`src/rtl/multicycle_control_unit.sv`:
```
// Multicycle MIPS-style control FSM: FETCH/DECODE/EXEC/MEM/WB/HALT.
// Ports: CLK/RST (sync, active-high), instr/ihit/dhit/zero in;
//   memory requests, datapath enables/selects, halt/buserr, state out.
module multicycle_control_unit #(
  parameter int MUL_LAT     = 4,
  parameter int MEM_TIMEOUT = 0
) (
  input  logic        CLK,
  input  logic        RST,
  input  logic [31:0] instr,
  input  logic        ihit,
  input  logic        dhit,
  input  logic        zero,
  output logic        iread,
  output logic        dread,
  output logic        dwrite,
  output logic        IRWr,
  output logic        PCWr,
  output logic        RegWr,
  output logic        ALUSrc,
  output logic        MemtoReg,
  output logic        ExtOp,
  output logic [1:0]  RegDst,
  output logic [1:0]  PCSrc,
  output logic [3:0]  ALUCtr,
  output logic        halt,
  output logic        buserr,
  output logic [2:0]  state
);

  typedef enum logic [2:0] {
    FETCH  = 3'd0,
    DECODE = 3'd1,
    EXEC   = 3'd2,
    MEM    = 3'd3,
    WB     = 3'd4,
    HALT   = 3'd5
  } state_t;

  typedef enum logic [3:0] {
    K_ALU,
    K_MULT,
    K_BEQ,
    K_BNE,
    K_J,
    K_JAL,
    K_JR,
    K_LW,
    K_SW,
    K_STOP,
    K_BAD
  } kind_t;

  localparam logic [3:0] A_SLL  = 4'd0;
  localparam logic [3:0] A_SRL  = 4'd1;
  localparam logic [3:0] A_ADD  = 4'd2;
  localparam logic [3:0] A_SUB  = 4'd3;
  localparam logic [3:0] A_AND  = 4'd4;
  localparam logic [3:0] A_OR   = 4'd5;
  localparam logic [3:0] A_XOR  = 4'd6;
  localparam logic [3:0] A_NOR  = 4'd7;
  localparam logic [3:0] A_SLT  = 4'd8;
  localparam logic [3:0] A_SLTU = 4'd9;
  localparam logic [3:0] A_MUL  = 4'd10;

  localparam logic [3:0] MUL_LD = 4'(MUL_LAT - 1);
  localparam logic [7:0] TMO    = 8'(MEM_TIMEOUT);

  state_t     st;
  state_t     st_n;
  logic       berr;
  logic       berr_n;

  // opcode/funct captured when the fetch completes
  logic [5:0] ir_op;
  logic [5:0] ir_fn;

  // latched control word
  kind_t      cw_kind;
  logic [3:0] cw_alu;
  logic       cw_src;
  logic       cw_ext;
  logic       cw_rdst;
  logic       cw_m2r;

  logic [3:0] mcnt;
  logic [7:0] wcnt;

  kind_t      d_kind;
  logic [3:0] d_alu;
  logic       d_src;
  logic       d_ext;
  logic       d_rdst;
  logic       d_m2r;

  logic       tmo;
  logic       unused_ok;

  assign unused_ok = ^instr[25:6];
  assign state     = st;
  assign buserr    = berr;

  // fires on the last allowed wait cycle; a hit that cycle wins
  assign tmo = (TMO != 8'd0) && (wcnt + 8'd1 == TMO);

  always_comb begin
    d_kind = K_BAD;
    d_alu  = A_SLL;
    d_src  = 1'b0;
    d_ext  = 1'b0;
    d_rdst = 1'b0;
    d_m2r  = 1'b0;
    unique case (ir_op)
      6'h00: begin
        d_kind = K_ALU;
        d_rdst = 1'b1;
        unique case (ir_fn)
          6'h00: d_alu = A_SLL;
          6'h02: d_alu = A_SRL;
          6'h08: d_kind = K_JR;
          6'h18: begin
            d_kind = K_MULT;
            d_alu  = A_MUL;
          end
          6'h20, 6'h21: d_alu = A_ADD;
          6'h22, 6'h23: d_alu = A_SUB;
          6'h24: d_alu = A_AND;
          6'h25: d_alu = A_OR;
          6'h26: d_alu = A_XOR;
          6'h27: d_alu = A_NOR;
          6'h2a: d_alu = A_SLT;
          6'h2b: d_alu = A_SLTU;
          default: d_kind = K_BAD;
        endcase
      end
      6'h02: d_kind = K_J;
      6'h03: d_kind = K_JAL;
      6'h04: begin
        d_kind = K_BEQ;
        d_alu  = A_SUB;
        d_ext  = 1'b1;
      end
      6'h05: begin
        d_kind = K_BNE;
        d_alu  = A_SUB;
        d_ext  = 1'b1;
      end
      6'h09: begin
        d_kind = K_ALU;
        d_alu  = A_ADD;
        d_src  = 1'b1;
        d_ext  = 1'b1;
      end
      6'h0a: begin
        d_kind = K_ALU;
        d_alu  = A_SLT;
        d_src  = 1'b1;
        d_ext  = 1'b1;
      end
      6'h0c: begin
        d_kind = K_ALU;
        d_alu  = A_AND;
        d_src  = 1'b1;
      end
      6'h0d: begin
        d_kind = K_ALU;
        d_alu  = A_OR;
        d_src  = 1'b1;
      end
      6'h0e: begin
        d_kind = K_ALU;
        d_alu  = A_XOR;
        d_src  = 1'b1;
      end
      // LUI: the ALU shifts the zero-extended immediate
      6'h0f: begin
        d_kind = K_ALU;
        d_alu  = A_SLL;
        d_src  = 1'b1;
      end
      6'h23: begin
        d_kind = K_LW;
        d_alu  = A_ADD;
        d_src  = 1'b1;
        d_ext  = 1'b1;
        d_m2r  = 1'b1;
      end
      6'h2b: begin
        d_kind = K_SW;
        d_alu  = A_ADD;
        d_src  = 1'b1;
        d_ext  = 1'b1;
      end
      6'h3f: d_kind = K_STOP;
      default: d_kind = K_BAD;
    endcase
  end

  always_comb begin
    st_n     = st;
    berr_n   = berr;
    iread    = 1'b0;
    dread    = 1'b0;
    dwrite   = 1'b0;
    IRWr     = 1'b0;
    PCWr     = 1'b0;
    RegWr    = 1'b0;
    ALUSrc   = 1'b0;
    MemtoReg = 1'b0;
    ExtOp    = 1'b0;
    RegDst   = 2'd0;
    PCSrc    = 2'd0;
    ALUCtr   = 4'd0;
    halt     = 1'b0;
    unique case (st)
      FETCH: begin
        iread = 1'b1;
        if (ihit) begin
          IRWr = 1'b1;
          PCWr = 1'b1;
          st_n = DECODE;
        end else if (tmo) begin
          st_n   = HALT;
          berr_n = 1'b1;
        end
      end
      DECODE: begin
        unique case (d_kind)
          K_STOP: st_n = HALT;
          K_BAD: begin
            st_n   = HALT;
            berr_n = 1'b1;
          end
          default: st_n = EXEC;
        endcase
      end
      EXEC: begin
        ALUCtr = cw_alu;
        ALUSrc = cw_src;
        ExtOp  = cw_ext;
        if (mcnt == 4'd0) begin
          unique case (cw_kind)
            K_BEQ: begin
              PCWr  = zero;
              PCSrc = zero ? 2'd1 : 2'd0;
              st_n  = FETCH;
            end
            K_BNE: begin
              PCWr  = !zero;
              PCSrc = !zero ? 2'd1 : 2'd0;
              st_n  = FETCH;
            end
            K_J: begin
              PCWr  = 1'b1;
              PCSrc = 2'd2;
              st_n  = FETCH;
            end
            K_JAL: begin
              PCWr   = 1'b1;
              PCSrc  = 2'd2;
              RegWr  = 1'b1;
              RegDst = 2'd2;
              st_n   = FETCH;
            end
            K_JR: begin
              PCWr  = 1'b1;
              PCSrc = 2'd3;
              st_n  = FETCH;
            end
            K_LW, K_SW: st_n = MEM;
            default: st_n = WB;
          endcase
        end
      end
      MEM: begin
        dread  = (cw_kind == K_LW);
        dwrite = (cw_kind == K_SW);
        if (dhit) begin
          st_n = (cw_kind == K_LW) ? WB : FETCH;
        end else if (tmo) begin
          st_n   = HALT;
          berr_n = 1'b1;
        end
      end
      WB: begin
        RegWr    = 1'b1;
        MemtoReg = cw_m2r;
        RegDst   = {1'b0, cw_rdst};
        st_n     = FETCH;
      end
      HALT: halt = 1'b1;
      default: begin
        st_n   = HALT;
        berr_n = 1'b1;
      end
    endcase
  end

  always_ff @(posedge CLK) begin
    if (RST) begin
      st      <= FETCH;
      berr    <= 1'b0;
      ir_op   <= 6'd0;
      ir_fn   <= 6'd0;
      cw_kind <= K_ALU;
      cw_alu  <= 4'd0;
      cw_src  <= 1'b0;
      cw_ext  <= 1'b0;
      cw_rdst <= 1'b0;
      cw_m2r  <= 1'b0;
      mcnt    <= 4'd0;
      wcnt    <= 8'd0;
    end else begin
      st   <= st_n;
      berr <= berr_n;
      if (st == FETCH && ihit) begin
        ir_op <= instr[31:26];
        ir_fn <= instr[5:0];
      end
      if (st == DECODE) begin
        cw_kind <= d_kind;
        cw_alu  <= d_alu;
        cw_src  <= d_src;
        cw_ext  <= d_ext;
        cw_rdst <= d_rdst;
        cw_m2r  <= d_m2r;
        mcnt    <= (d_kind == K_MULT) ? MUL_LD : 4'd0;
      end else if (st == EXEC && mcnt != 4'd0) begin
        mcnt <= mcnt - 4'd1;
      end
      if (st_n != st) begin
        wcnt <= 8'd0;
      end else if ((st == FETCH && !ihit) ||
                   (st == MEM && !dhit)) begin
        wcnt <= wcnt + 8'd1;
      end
    end
  end

endmodule

```
`config.mk`:
```
export PLATFORM = sky130hd
export DESIGN_NAME = multicycle_control_unit
export DESIGN_NICKNAME = d
export VERILOG_FILES = /design/src/rtl/multicycle_control_unit.sv
export SDC_FILE = /design/constraint.sdc
export NUM_CORES = 1
export LEC_CHECK = 0
export BUFFER_PORTS_ARGS = -buffer_cell sky130_fd_sc_hd__buf_2
export CORE_MARGIN = 5
export CORE_UTILIZATION = 45
export CTS_CLUSTER_SIZE = 25
export DETAILED_ROUTE_END_ITERATION = 10
export GPL_ROUTABILITY_DRIVEN = 0
export HOLD_SLACK_MARGIN = 0.15
export PLACE_DENSITY_LB_ADDON = 0.08
export SYNTH_ARGS = -nofsm -noshare
export SYNTH_HDL_FRONTEND = slang
export SYNTH_SLANG_ARGS = --single-unit
```
`constraint.sdc`:
```
create_clock -name CLK -period 4.4 [get_ports CLK]
set_input_delay 0.22 -clock CLK [delete_from_list [all_inputs] [get_ports CLK]]
set_output_delay 0.22 -clock CLK [all_outputs]
set_load 0.05 [all_outputs]
```
==> summary.txt, run 1 <==
Yosys
  – Cell variety after synth: 54
  – Synth Instances: between 200 and 300
  – Share of the synthesized area in the top cell type: 0.300
  – Cell types occupying the most area after synthesis: sky130_fd_sc_hd__dfxtp_1 30%, sky130_fd_sc_hd__nand2_1 7.6%, sky130_fd_sc_hd__a21oi_1 7.5%
  – Cell area after technology mapping: 2130 sq um
  – Dominant synthesized flop cell: sky130_fd_sc_hd__dfxtp_1
  – Synth async-reset ratio: 0
  – Net count after synthesis: 335
  – Warnings from Yosys: 0
  – Count of state elements after synthesis: 32
  – Sequential cell area fraction in the yosys report: 0.300
  – Library cell occupying the most area in the post-synthesis netlist: sky130_fd_sc_hd__dfxtp_1
  – Count of flip-flops with a built-in enable after synthesis: 0
  – Syn avg cell area: ~7 sq um

Drt
  – Residual DRC: 0
  – First-pass detailed-route iteration total: 5
  – Number of violations reported at the end of detailed-routing iteration 0: 73
  – Via Count: 2120
  – Routed via count divided by cell count: 5.71
  – Post-DRT Antenna Nets: 0
  – Routed wirelength normalized by instance count: 14.2 microns
  – Wirelength, routed: 5260 microns

Power and ir drop
  – Register share of total power: 0.351
  – Static power due to leakage: 0.000939 uW
  – Combinational Power Share: 0.513
  – Maximum VDD drop: ~0.25 mV
  – Switching Fraction: 0.501
  – Switching power of the nets: 733 uW
  – Internal power of the cells: 729 uW
  – Clock network fraction of design power: 0.135
  – Total power consumption of the routed design: 1460 uW
  – Power per cell area: 618 nW/um^2

CTS
  – Latest clock arrival within the worst-skew pair: 0.28 ns
  – Total of hold buffers inserted after clock tree synthesis: 0
  – Clock-pin slew reported for the worst setup and hold paths after clock tree synthesis: 0.06 ns
  – Number of levels the H-tree was split into: 2
  – Number of gates resized after CTS: 0
  – TritonCTS Buffers: 5
  – Maximum root-to-sink buffer count: 2
  – CTS tree: done
  – Post-CTS repair timing setup buffer count: 0
  – Clock root buffer: sky130_fd_sc_hd__clkbuf_8
  – CTS Sinks: 32

Timing
  – Measured slew at the worst slew-check pin: 0.636 ns
  – Worst slew margin: 0.576
  – RSZ-0062 raised after global routing: no
  – Worst path setup slack after routing: 1.79 ns
  – Slew Limit Fails: 0
  – Maximum frequency from static timing analysis: between 300 and 400 MHz
  – Fin Clk Skew: 0.00393 ns
  – Final hold viol count: 0
  – Final critical-path required period: 2.61 ns
  – Final period util: 0.593
  – Setup-violating endpoint count in the final report: 0
  – Setup TNS: 0 ns
  – Minimum hold slack: 0.176 ns

Floorplanning
  – Rows: 25
  – DIE HEIGHT: just under 80 microns
  – Core Footprint: about 4700 sq um
  – Die ar.: a little over 6000 sq um
  – Die boundary width: 78.9 microns
  – Starting utilization of the core area: 0.458
  – Number of primary I/O pins: 59

Layout
  – Area Overhead vs Synth: 10.7%
  – Ant. Diodes: 0
  – Commonest non-fill, non-tap cells in the layout: 43 x sky130_fd_sc_hd__nand2_1, 38 x sky130_fd_sc_hd__buf_2, 32 x sky130_fd_sc_hd__nor2_1, 32 x sky130_fd_sc_hd__a21oi_1, 32 x sky130_fd_sc_hd__dfxtp_1
  – Fraction of final layout cells with drive strength greater than 1: 0.167
  – Number of nets in the layout: 358
  – Final Core Density: 0.507
  – Leading cell type in the layout, fill and taps excluded: sky130_fd_sc_hd__nand2_1

Placement
  – I/O Buffers: 38
  – Post-detailed-placement half-perimeter wirelength: between 3000 and 4000 microns
  – Worst slack at placement: around 1.9 ns

Setup path
  – Largest fanout on the critical path: 16
  – Data required, critical path: about 4.2 ns
  – Critical Path Sink Type: output pin
  – Worst path cell trace: or3b_2 > nor3_1 > and4b_1 > a21o_1 > buf_2
  – Number of buffers and inverters on the critical path: 1
  – Crit start category: register
  – Slowest cell delay on critical path: 0.63 ns
  – Slowest CP cell: sky130_fd_sc_hd__dfxtp_1
  – Cell class contributing the biggest share of worst-path delay: simple AND/OR/NAND/NOR gates
  – Startpoint-to-endpoint class of the critical path: register to output pin
  – Data arrival, critical path: 2.39 ns

Global route
  – Antenna violations before repair: 0
  – Global-route wire length before repair: 8630 microns
  – Met1 GRT Util: 0.225
  – Total routing resource utilization after global routing: 0.170
  – Global routing's busiest layer: met2
  – GR met2 Demand/Resource: 0.281
  – Maximum number of pins on one net before global-route repair: 34
  – Vias in the first global route: 1854
  – Met3 Use GR: 0.0374
  – Global-route congestion overflow total: 0

Worst hold path
  – Worst min path class: input port to register

Flow run
  – Max-cap viol count: 0

Run status
  – Run status: finished clean
logic make-up after synthesis:
family          Yosys count  share of synthesized area
buf+inv                  30                     0.0615
fa+ha+maj                 2                     0.0117
xor+xnor                  5                     0.0205
flops                    32                      0.300
simple gates            144                      0.353
compound gates           83                      0.253
layer usage:
layer	vias to the layer above	part of all wire
met3	6	0.063
li1	1109	-
met5	-	0
met4	0	0.010
met1	958	0.46
met2	47	0.46
through the flow:
stage	cells	cell area, sq um
after floorplan	296	2130
after global placement	366	2290
after detailed placement	366	2290
after global routing	371	2360
final	371	2360
after CTS	371	2360
cell usage after synthesis (all sizes together), types with 6 or more instances:
library cell and instances:
nor2b 8, a21oi 32, nand2b 6, a211oi 6, o21ai 12, dfxtp 32
nand2 43, buf 6, and2 7, inv 7, clkbuf 17, nor4 6
nor3 11, nor2 32
registers in the layout (all words and copies together), names as in the netlist:
register and count:
cw_alu 4, mcnt 4, state 3, buserr 1, ir_fn 6, cw_kind 4, cw_m2r 1, cw_ext 1
cw_src 1, cw_rdst 1, ir_op 6
final timing paths:
kind / start / to / slack, ns / depth (start not counted)
min reg2reg: cw_alu[3] / cw_alu[3] / 0.46 / 1
max reg2reg: ir_op[3] / buserr / 1.92 / 6
max: state[1] / RegWr / 1.79 / 5
min: instr[4] / ir_fn[4] / 0.18 / 3
layout make-up:
type | count | area, sq um
fillers | 504 | 2300
multi-input cells | 234 | 1360
clock buffers | 5 | 68.8
inverters | 7 | 26.3
repair buffers | 39 | 198
flip-flops and latches | 32 | 641
well taps | 54 | 67.6
worst register-to-register path: cells and delay by family, from the launching register on:
kind	cells	cell delay, ns
AOI/OAI and AO/OA	4	1.05
DFF	1	0.67
and+or+nand+nor	2	0.71
power by group through the flow:
| stage | sequential (uW) | clock, uW | combinational [uW] |
|---|---|---|---|
| CTS | 510 | 203 | 755 |
| finish | 514 | 198 | 750 |
| floorplan | 465 | 0 | 643 |
| global placement | 515 | 0 | 747 |
| detailed placement | 517 | 0 | 749 |
| global route | 531 | 217 | 831 |
No activity file was read; power rests on OpenSTA's default activity.
==> inputs of run 2 (changes only) <==
==> constraint.sdc (replaced) <==
create_clock -name CLK -period 2.4 [get_ports CLK]
set_input_delay 0.12 -clock CLK [delete_from_list [all_inputs] [get_ports CLK]]
set_output_delay 0.12 -clock CLK [all_outputs]
set_load 0.05 [all_outputs]
==> run 2 against run 1 <==
Sequential power increased by 63%. Design area up 11%. Non-clock buffer count grew 26. Clock-buffer cell count is 3 higher. Clock power is 120% higher. Global-route usage up 1.6 points. Flip-flop and latch count unchanged. Clock skew hardly changed. Utilization increased by 5.8 points. Die area stayed put. Largest power group unchanged.
==> summary.txt, run 2 (synthesized netlist as in run 1, its figures left out) <==
Run status
  – Run status: finished clean

Drt
  – Routed via count divided by cell count: 5.47 (-4.2%)
  – Met3 layer wire length in the routed design: 205 microns (-38%)
  – Routed wirelength normalized by instance count: 14.0 microns (-1.4%)
  – Number of violations reported at the end of detailed-routing iteration 0: 72 (-1.4%)
  – First-pass detailed-route iteration total: 4 (-1)
  – Residual DRC: 0 (unchanged)
  – Post-DRT Antenna Nets: 0 (unchanged)
  – Wirelength, routed: 5600 microns (+6.3%)
  – Sum of met2 wire segment lengths after detailed routing: 2560 microns (+5.0%)
  – Top sig layer: met4
  – Sum of routed wire segments on met1: 2720 microns (+11%)
  – Via Count: 2189 (+3.3%)

Floorplanning
  – Core Footprint: 4660 sq um (unchanged)
  – Die ar.: 6220 sq um (unchanged)
  – Die boundary width: 78.9 microns (unchanged)
  – Rows: 25 (unchanged)
  – Starting utilization of the core area: 0.458 (unchanged)
  – Number of primary I/O pins: 59 (unchanged)
  – DIE HEIGHT: 78.9 microns (unchanged)

Timing
  – Worst slew margin: 0.575 (-0.000691)
  – Slew Limit Fails: 0 (unchanged)
  – Measured slew at the worst slew-check pin: 0.637 ns (+0.00104 ns)
  – Setup-violating endpoint count in the final report: 0 (unchanged)
  – Final period util: 0.932
  – Setup TNS: 0 ns (unchanged)
  – Final critical-path required period: roughly 2.2 ns
  – RSZ-0062 raised after global routing: no
  – Maximum frequency from static timing analysis: 447 MHz
  – Fin Clk Skew: 0.00386 ns (-0.0000709 ns)
  – Final hold viol count: 0 (unchanged)

Power and ir drop
  – Maximum VDD drop: 0.528 mV (+110%)
  – Internal power of the cells: 1510 uW (+110%)
  – Clock network fraction of design power: 0.150 (+0.015)
  – Static power due to leakage: 0.00107 uW (+14%)
  – Switching Fraction: 0.482 (-0.0197)
  – Total power consumption of the routed design: 2910 uW (+99%)
  – Switching power of the nets: 1400 uW (+92%)
  – Power per cell area: 1110 nW/um^2 (+79%)
  – Register share of total power: 0.287 (-0.064)
  – Combinational Power Share: 0.563 (+0.050)

Global route
  – Total routing resource utilization after global routing: 0.187 (+0.0162)
  – Antenna violations before repair: 0 (unchanged)
  – Maximum number of pins on one net before global-route repair: 34 (unchanged)
  – Global-route congestion overflow total: 0 (unchanged)
  – Global-route wire length before repair: 9320 microns (+7.9%)
  – Vias in the first global route: 1948 (+5.1%)

Worst hold path
  – Worst min path class: input port to register

CTS
  – TritonCTS Buffers: 5 (unchanged)
  – Maximum root-to-sink buffer count: 2 (unchanged)
  – Clock-pin slew reported for the worst setup and hold paths after clock tree synthesis: 0.07 ns (about the same)
  – Clock root buffer: sky130_fd_sc_hd__clkbuf_8
  – CTS tree: done
  – CTS Sinks: 32 (unchanged)
  – Latest clock arrival within the worst-skew pair: 0.29 ns (about the same)
  – Number of levels the H-tree was split into: 2 (unchanged)

Layout
  – Commonest non-fill, non-tap cells in the layout: 43 x sky130_fd_sc_hd__nand2_1, 38 x sky130_fd_sc_hd__buf_2, 32 x sky130_fd_sc_hd__nor2_1, 32 x sky130_fd_sc_hd__a21oi_1, 31 x sky130_fd_sc_hd__dfxtp_1
  – Registers with the most flip-flops: ir_fn (6), ir_op (6)
  – Ant. Diodes: 0 (unchanged)
  – Number of nets in the layout: 384 (+7.3%)
  – Total of fill cells in the finished design: 459 (-8.9%)
  – Fraction of final layout cells with drive strength greater than 1: 0.214 (+0.0467)
  – Leading cell type in the layout, fill and taps excluded: sky130_fd_sc_hd__nand2_1
  – Area Overhead vs Synth: 23.4%
  – Final non-filler cell total: 400 (+7.8%)

Placement
  – Dpl cells: 380 (+3.8%)
  – Post-detailed-placement half-perimeter wirelength: 4050 microns (+10%)
  – I/O Buffers: 38 (unchanged)

Setup path
  – Most frequent cell on the critical path: sky130_fd_sc_hd__buf_4
  – Startpoint-to-endpoint class of the critical path: register to register
  – Data required, critical path: 2.59 ns (-1.59 ns)
  – Slowest cell delay on critical path: 0.40 ns (-0.23 ns)
  – Worst path cell trace: buf_4 > or3_4 > nor4_4 > buf_4 > a32o_1 > nand4b_1 > a221oi_1
  – Slowest CP cell: sky130_fd_sc_hd__dfxtp_1
  – Largest fanout on the critical path: 10 (-6)
  – Data arrival, critical path: 2.43 ns (+0.04 ns)
  – Critical Path Sink Type: register
  – Crit start category: register

Flow run
  – Max-cap viol count: 0 (unchanged)
## run 2: metrics by stage
stage / util / instance area [sq um] / worst slack [ns] / hold WS (ns)
final: 0.565 / 2640 / 0.162 / 0.362
after floorplan: - / 2150 / 0.0471 / 0.256
after detailed placement: 0.518 / 2410 / 0.190 / 0.365
after global routing: 0.565 / 2640 / 0.0321 / 0.376
after CTS: 0.563 / 2630 / 0.104 / 0.372
after global placement: 0.518 / 2410 / 0.220 / 0.360
## run 2: critical path: cells and delay by family, from the launching register on
kind            cells  cell delay, ns
flops               1            0.40
buf+inv             2            0.41
compound gates      2            0.50
simple gates        3            0.83
## run 2: timing repair
action                                 in CTS  in global routing
hold buffers                               12                  0
buffers inserted                            0                  0
resized for setup                           0                  2
endpoints found under the hold margin      12                  0
setup endpoints to repair                   0                  2
## run 2: worst paths after layout
path / cells after the start / to / from / slack (ns)
worst max-delay path: 7 / mcnt[1] / ir_op[3] / 0.16
worst min-delay path: 2 / cw_rdst / RST / 0.36
worst max register to register: 7 / mcnt[1] / ir_op[3] / 0.16
worst min register to register: 1 / cw_alu[2] / cw_alu[2] / 0.46
## run 2: power by group through the flow
stage / sequential, uW / combinational (uW) / clock [uW]
after global routing: 865 / 1810 / 478
after detailed placement: 850 / 1610 / 0
after global placement: 849 / 1600 / 0
after floorplan: 861 / 1200 / 0
after CTS: 836 / 1630 / 443
final: 837 / 1640 / 437
## run 2: layout make-up
class | instances | area, sq um | share of cell area
sequential | 32 | 642 | 0.244
inverter | 7 | 26.3 | 0.00997
clock buffer | 8 | 90.1 | 0.0342
tap | 54 | 67.6 | 0.0256
multi-input combinational | 234 | 1390 | 0.526
timing repair buffer | 65 | 423 | 0.160
## run 2: routing by layer
layer | vias up | global-route usage
met5 | - | 0
met4 | 0 | 0.0704
met3 | 12 | 0.0385
met2 | 40 | 0.298
met1 | 978 | 0.248
li1 | 1159 | -
==> inputs of run 3 (changes only) <==
--- a/config.mk
+++ b/config.mk
@@ -5,9 +5,12 @@
 export SDC_FILE = /design/constraint.sdc
 export NUM_CORES = 1
 export LEC_CHECK = 0
+export ABC_AREA = 1
 export BUFFER_PORTS_ARGS = -buffer_cell sky130_fd_sc_hd__buf_2
+export CELL_PAD_IN_SITES_DETAIL_PLACEMENT = 1
+export CELL_PAD_IN_SITES_GLOBAL_PLACEMENT = 1
 export CORE_MARGIN = 5
-export CORE_UTILIZATION = 45
+export CORE_UTILIZATION = 34
 export CTS_CLUSTER_SIZE = 25
 export DETAILED_ROUTE_END_ITERATION = 10
 export GPL_ROUTABILITY_DRIVEN = 0
==> run 3 against run 2 <==
Via count fell by 6.5%. Register-to-register slack improved by 0.42 ns. First-iteration DRC count fell by 29%. Total power rose by 2.6%. Largest power group unchanged.
==> summary.txt, run 3 <==
Layout
  – Registers with the most flip-flops: ir_fn (6), ir_op (6)
  – Number of nets in the layout: 387 (+0.78%)
  – Final non-filler cell total: 420 (+5.0%)
  – Non-Filler Cell Area, Final: 2380 sq um (-9.5%)
  – Leading cell type in the layout, fill and taps excluded: sky130_fd_sc_hd__inv_1
  – Fraction of final layout cells with drive strength greater than 1: 0.181 (-0.0328)
  – Ant. Diodes: 0 (unchanged)
  – Final Core Density: 0.438 (-0.127)
  – Area Overhead vs Synth: 26.8%
  – Commonest non-fill, non-tap cells in the layout: 49 x sky130_fd_sc_hd__inv_1, 45 x sky130_fd_sc_hd__nor2_1, 43 x sky130_fd_sc_hd__nand2_1

Timing
  – Final critical-path required period: 1.97 ns (-0.268 ns)
  – Slew Limit Fails: 0 (unchanged)
  – Maximum frequency from static timing analysis: 508 MHz (+14%)
  – Fin Clk Skew: 0.00694 ns (+0.00307 ns)
  – Final period util: 0.820 (-0.112)
  – Worst slew margin: 0.711 (+0.135)
  – Worst path setup slack after routing: 0.431 ns (+0.268 ns)
  – Minimum hold slack: 0.179 ns (-0.184 ns)
  – Measured slew at the worst slew-check pin: 0.433 ns (-0.204 ns)
  – Setup-violating endpoint count in the final report: 0 (unchanged)
  – Final hold viol count: 0 (unchanged)
  – RSZ-0062 raised after global routing: no

CTS
  – CTS tree: done
  – Clock-pin slew reported for the worst setup and hold paths after clock tree synthesis: 0.07 ns (about the same)
  – Post-CTS repair timing setup buffer count: 0 (unchanged)
  – Clock root buffer: sky130_fd_sc_hd__clkbuf_8
  – TritonCTS Buffers: 5 (unchanged)
  – Number of gates resized after CTS: 0 (unchanged)
  – CTS Sinks: 32 (unchanged)
  – Maximum root-to-sink buffer count: 2 (unchanged)
  – Number of levels the H-tree was split into: 2 (unchanged)
  – Latest clock arrival within the worst-skew pair: 0.28 ns (about the same)

Drt
  – Number of violations reported at the end of detailed-routing iteration 0: 51 (-29%)
  – Routed via count divided by cell count: 4.87 (-11%)
  – Wirelength, routed: 5610 microns (+0.18%)
  – Residual DRC: 0 (unchanged)
  – First-pass detailed-route iteration total: 4 (unchanged)
  – Via Count: 2047 (-6.5%)
  – Post-DRT Antenna Nets: 0 (unchanged)
  – Routed wirelength normalized by instance count: 13.3 microns (-4.6%)

Yosys
  – Cell area after technology mapping: 1880 sq um (-12%)
  – Library cell occupying the most area in the post-synthesis netlist: sky130_fd_sc_hd__dfxtp_1
  – Syn avg cell area: 6.39 sq um (-11%)
  – Cell variety after synth: 31 (-43%)
  – Synth async-reset ratio: 0 (unchanged)
  – Dominant synthesized flop cell: sky130_fd_sc_hd__dfxtp_1
  – Count of flip-flops with a built-in enable after synthesis: 0 (unchanged)
  – Warnings from Yosys: 0 (unchanged)
  – Synth Instances: 294 (-0.68%)
  – Most frequent cells after synthesis: 49 x sky130_fd_sc_hd__inv_1, 46 x sky130_fd_sc_hd__nor2_1, 43 x sky130_fd_sc_hd__nand2_1
  – Share of the synthesized area in the top cell type: 0.341 (+0.0408)
  – Sequential cell area fraction in the yosys report: 0.341 (+0.0408)
  – Most frequently used cell type in the post-synthesis netlist: sky130_fd_sc_hd__inv_1
  – Cell types occupying the most area after synthesis: sky130_fd_sc_hd__dfxtp_1 34%, sky130_fd_sc_hd__inv_1 9.8%, sky130_fd_sc_hd__nor2_1 9.2%
  – Net count after synthesis: 333 (-0.60%)
  – Count of state elements after synthesis: 32 (unchanged)

Setup path
  – R2r endpoint: state[0]
  – Largest fanout on the critical path: 11 (+1)
  – Critical Path Sink Type: output pin
  – Crit start category: register
  – Worst reg2reg path startpoint: state[1]
  – Data arrival, critical path: 1.85 ns (-0.58 ns)
  – Register-to-register setup slack: 0.58 ns (+0.42 ns)
  – Startpoint-to-endpoint class of the critical path: register to output pin
  – Cell count of the worst reg-to-reg path: 8 (+1)
  – Data required, critical path: 2.28 ns (-0.31 ns)

Placement
  – I/O Buffers: 38 (unchanged)
  – Post-detailed-placement half-perimeter wirelength: 4470 microns (+10%)
  – Placement Cell Area: 2170 sq um (-10%)
  – Worst slack at placement: 0.569 ns (+0.379 ns)
  – Dpl cells: 401 (+5.5%)

Global route
  – Vias in the first global route: 2086 (+7.1%)
  – Global-route wire length before repair: 9520 microns (+2.2%)
  – Global-route congestion overflow total: 0 (unchanged)
  – Met3 Use GR: 0.0373 (-0.00126)
  – Global routing's busiest layer: met2
  – Met1 GRT Util: 0.196 (-0.0517)
  – Antenna violations before repair: 0 (unchanged)
  – GR met2 Demand/Resource: 0.286 (-0.0125)
  – Total routing resource utilization after global routing: 0.163 (-0.0239)
  – Maximum number of pins on one net before global-route repair: 23 (-32%)

Floorplanning
  – DIE HEIGHT: 84.3 microns (+6.9%)
  – Die ar.: 7110 sq um (+14%)
  – Core Footprint: 5440 sq um (+17%)
  – Number of primary I/O pins: 59 (unchanged)
  – Rows: 27 (+8.0%)
  – Starting utilization of the core area: 0.346 (-0.112)
  – Die boundary width: 84.3 microns (+6.9%)

Power and ir drop
  – Power per cell area: 1250 nW/um^2 (+13%)
  – Maximum VDD drop: 0.489 mV (-7.3%)
  – Static power due to leakage: 0.00111 uW (+3.1%)

Worst hold path
  – HP Start: instr[31]
  – Cell depth of the worst hold path: 3 (+1)
  – Worst-case hold path end point: ir_op[5]
  – Worst min path class: input port to register

Run status
  – Run status: finished clean

Flow run
  – Max-cap viol count: 0 (unchanged)
run 3: cell types whose count changed after synthesis, moves of 7 or more:
cell                       before  now
sky130_fd_sc_hd__a21oi_1       32   18
sky130_fd_sc_hd__and2_1         7    0
sky130_fd_sc_hd__clkbuf_1      17    4
sky130_fd_sc_hd__inv_1          7   49
sky130_fd_sc_hd__nand3_1        5   22
sky130_fd_sc_hd__nor2_1        32   46
sky130_fd_sc_hd__nor2b_1        8    0
sky130_fd_sc_hd__o21ai_0       12   31
run 3: kinds of logic after synthesis:
group,count (synthesis),share of synthesized area
AND/OR/NAND/NOR,135,0.325
AO/OA/AOI/OAI,65,0.193
buffers and inverters,58,0.118
flip-flops,32,0.341
adder cells (fa/ha/maj),2,0.0133
XOR/XNOR,1,0.00466
multiplexers,1,0.00533
run 3: worst max-delay path, stage by stage (launching register included):
cell and delay, ns:
sky130_fd_sc_hd__dfxtp_1 0.44, sky130_fd_sc_hd__inv_1 0.09, sky130_fd_sc_hd__nor3_2 0.18, sky130_fd_sc_hd__inv_1 0.23, sky130_fd_sc_hd__nor2_1 0.15, sky130_fd_sc_hd__inv_1 0.08, sky130_fd_sc_hd__o21ai_1 0.11, sky130_fd_sc_hd__buf_2 0.27
run 3: per-layer routing:
layer  up-vias  share of wire
li1       1066              -
met1       944           0.47
met2        30           0.47
met3         7          0.042
met4         0          0.017
met5         -              0
run 3: area by class of cell:
type | count | area, sq um
clock buffer | 7 | 96.3
fill | 748 | 3060
inverter | 51 | 191
multi-input combinational | 204 | 1020
sequential | 32 | 641
tap | 72 | 90.1
timing repair buffer | 54 | 340
run 3: worst max path at each step:
stage,from,endpoint,cells past startpoint
2_1_floorplan,state[1],PCWr,5
3_3_place_gp,state[1],state[0],8
3_5_place_dp,state[1],state[0],8
4_1_cts,state[1],RegWr,7
5_1_grt,state[1],RegWr,7
6_report,state[1],RegWr,7
run 3: report_power, final:
group          switching (uW)  internal (uW)  total (uW)
sequential                152            695         847
clock                     194            255         449
combinational            1200            488        1690
total                    1550           1440        2990
run 3: metrics by stage:
stage	power, uW	setup TNS (ns)
floorplan	2100	-0.126
global placement	2510	0
detailed placement	2550	0
CTS	3030	0
global route	3270	0
finish	2990	0
run 3: repair_timing:
action / 4_1_cts / 5_1_grt
setup endpoints to repair: 0 / 0
hold endpoints to repair: 16 / 0
hold buffers: 12 / 0
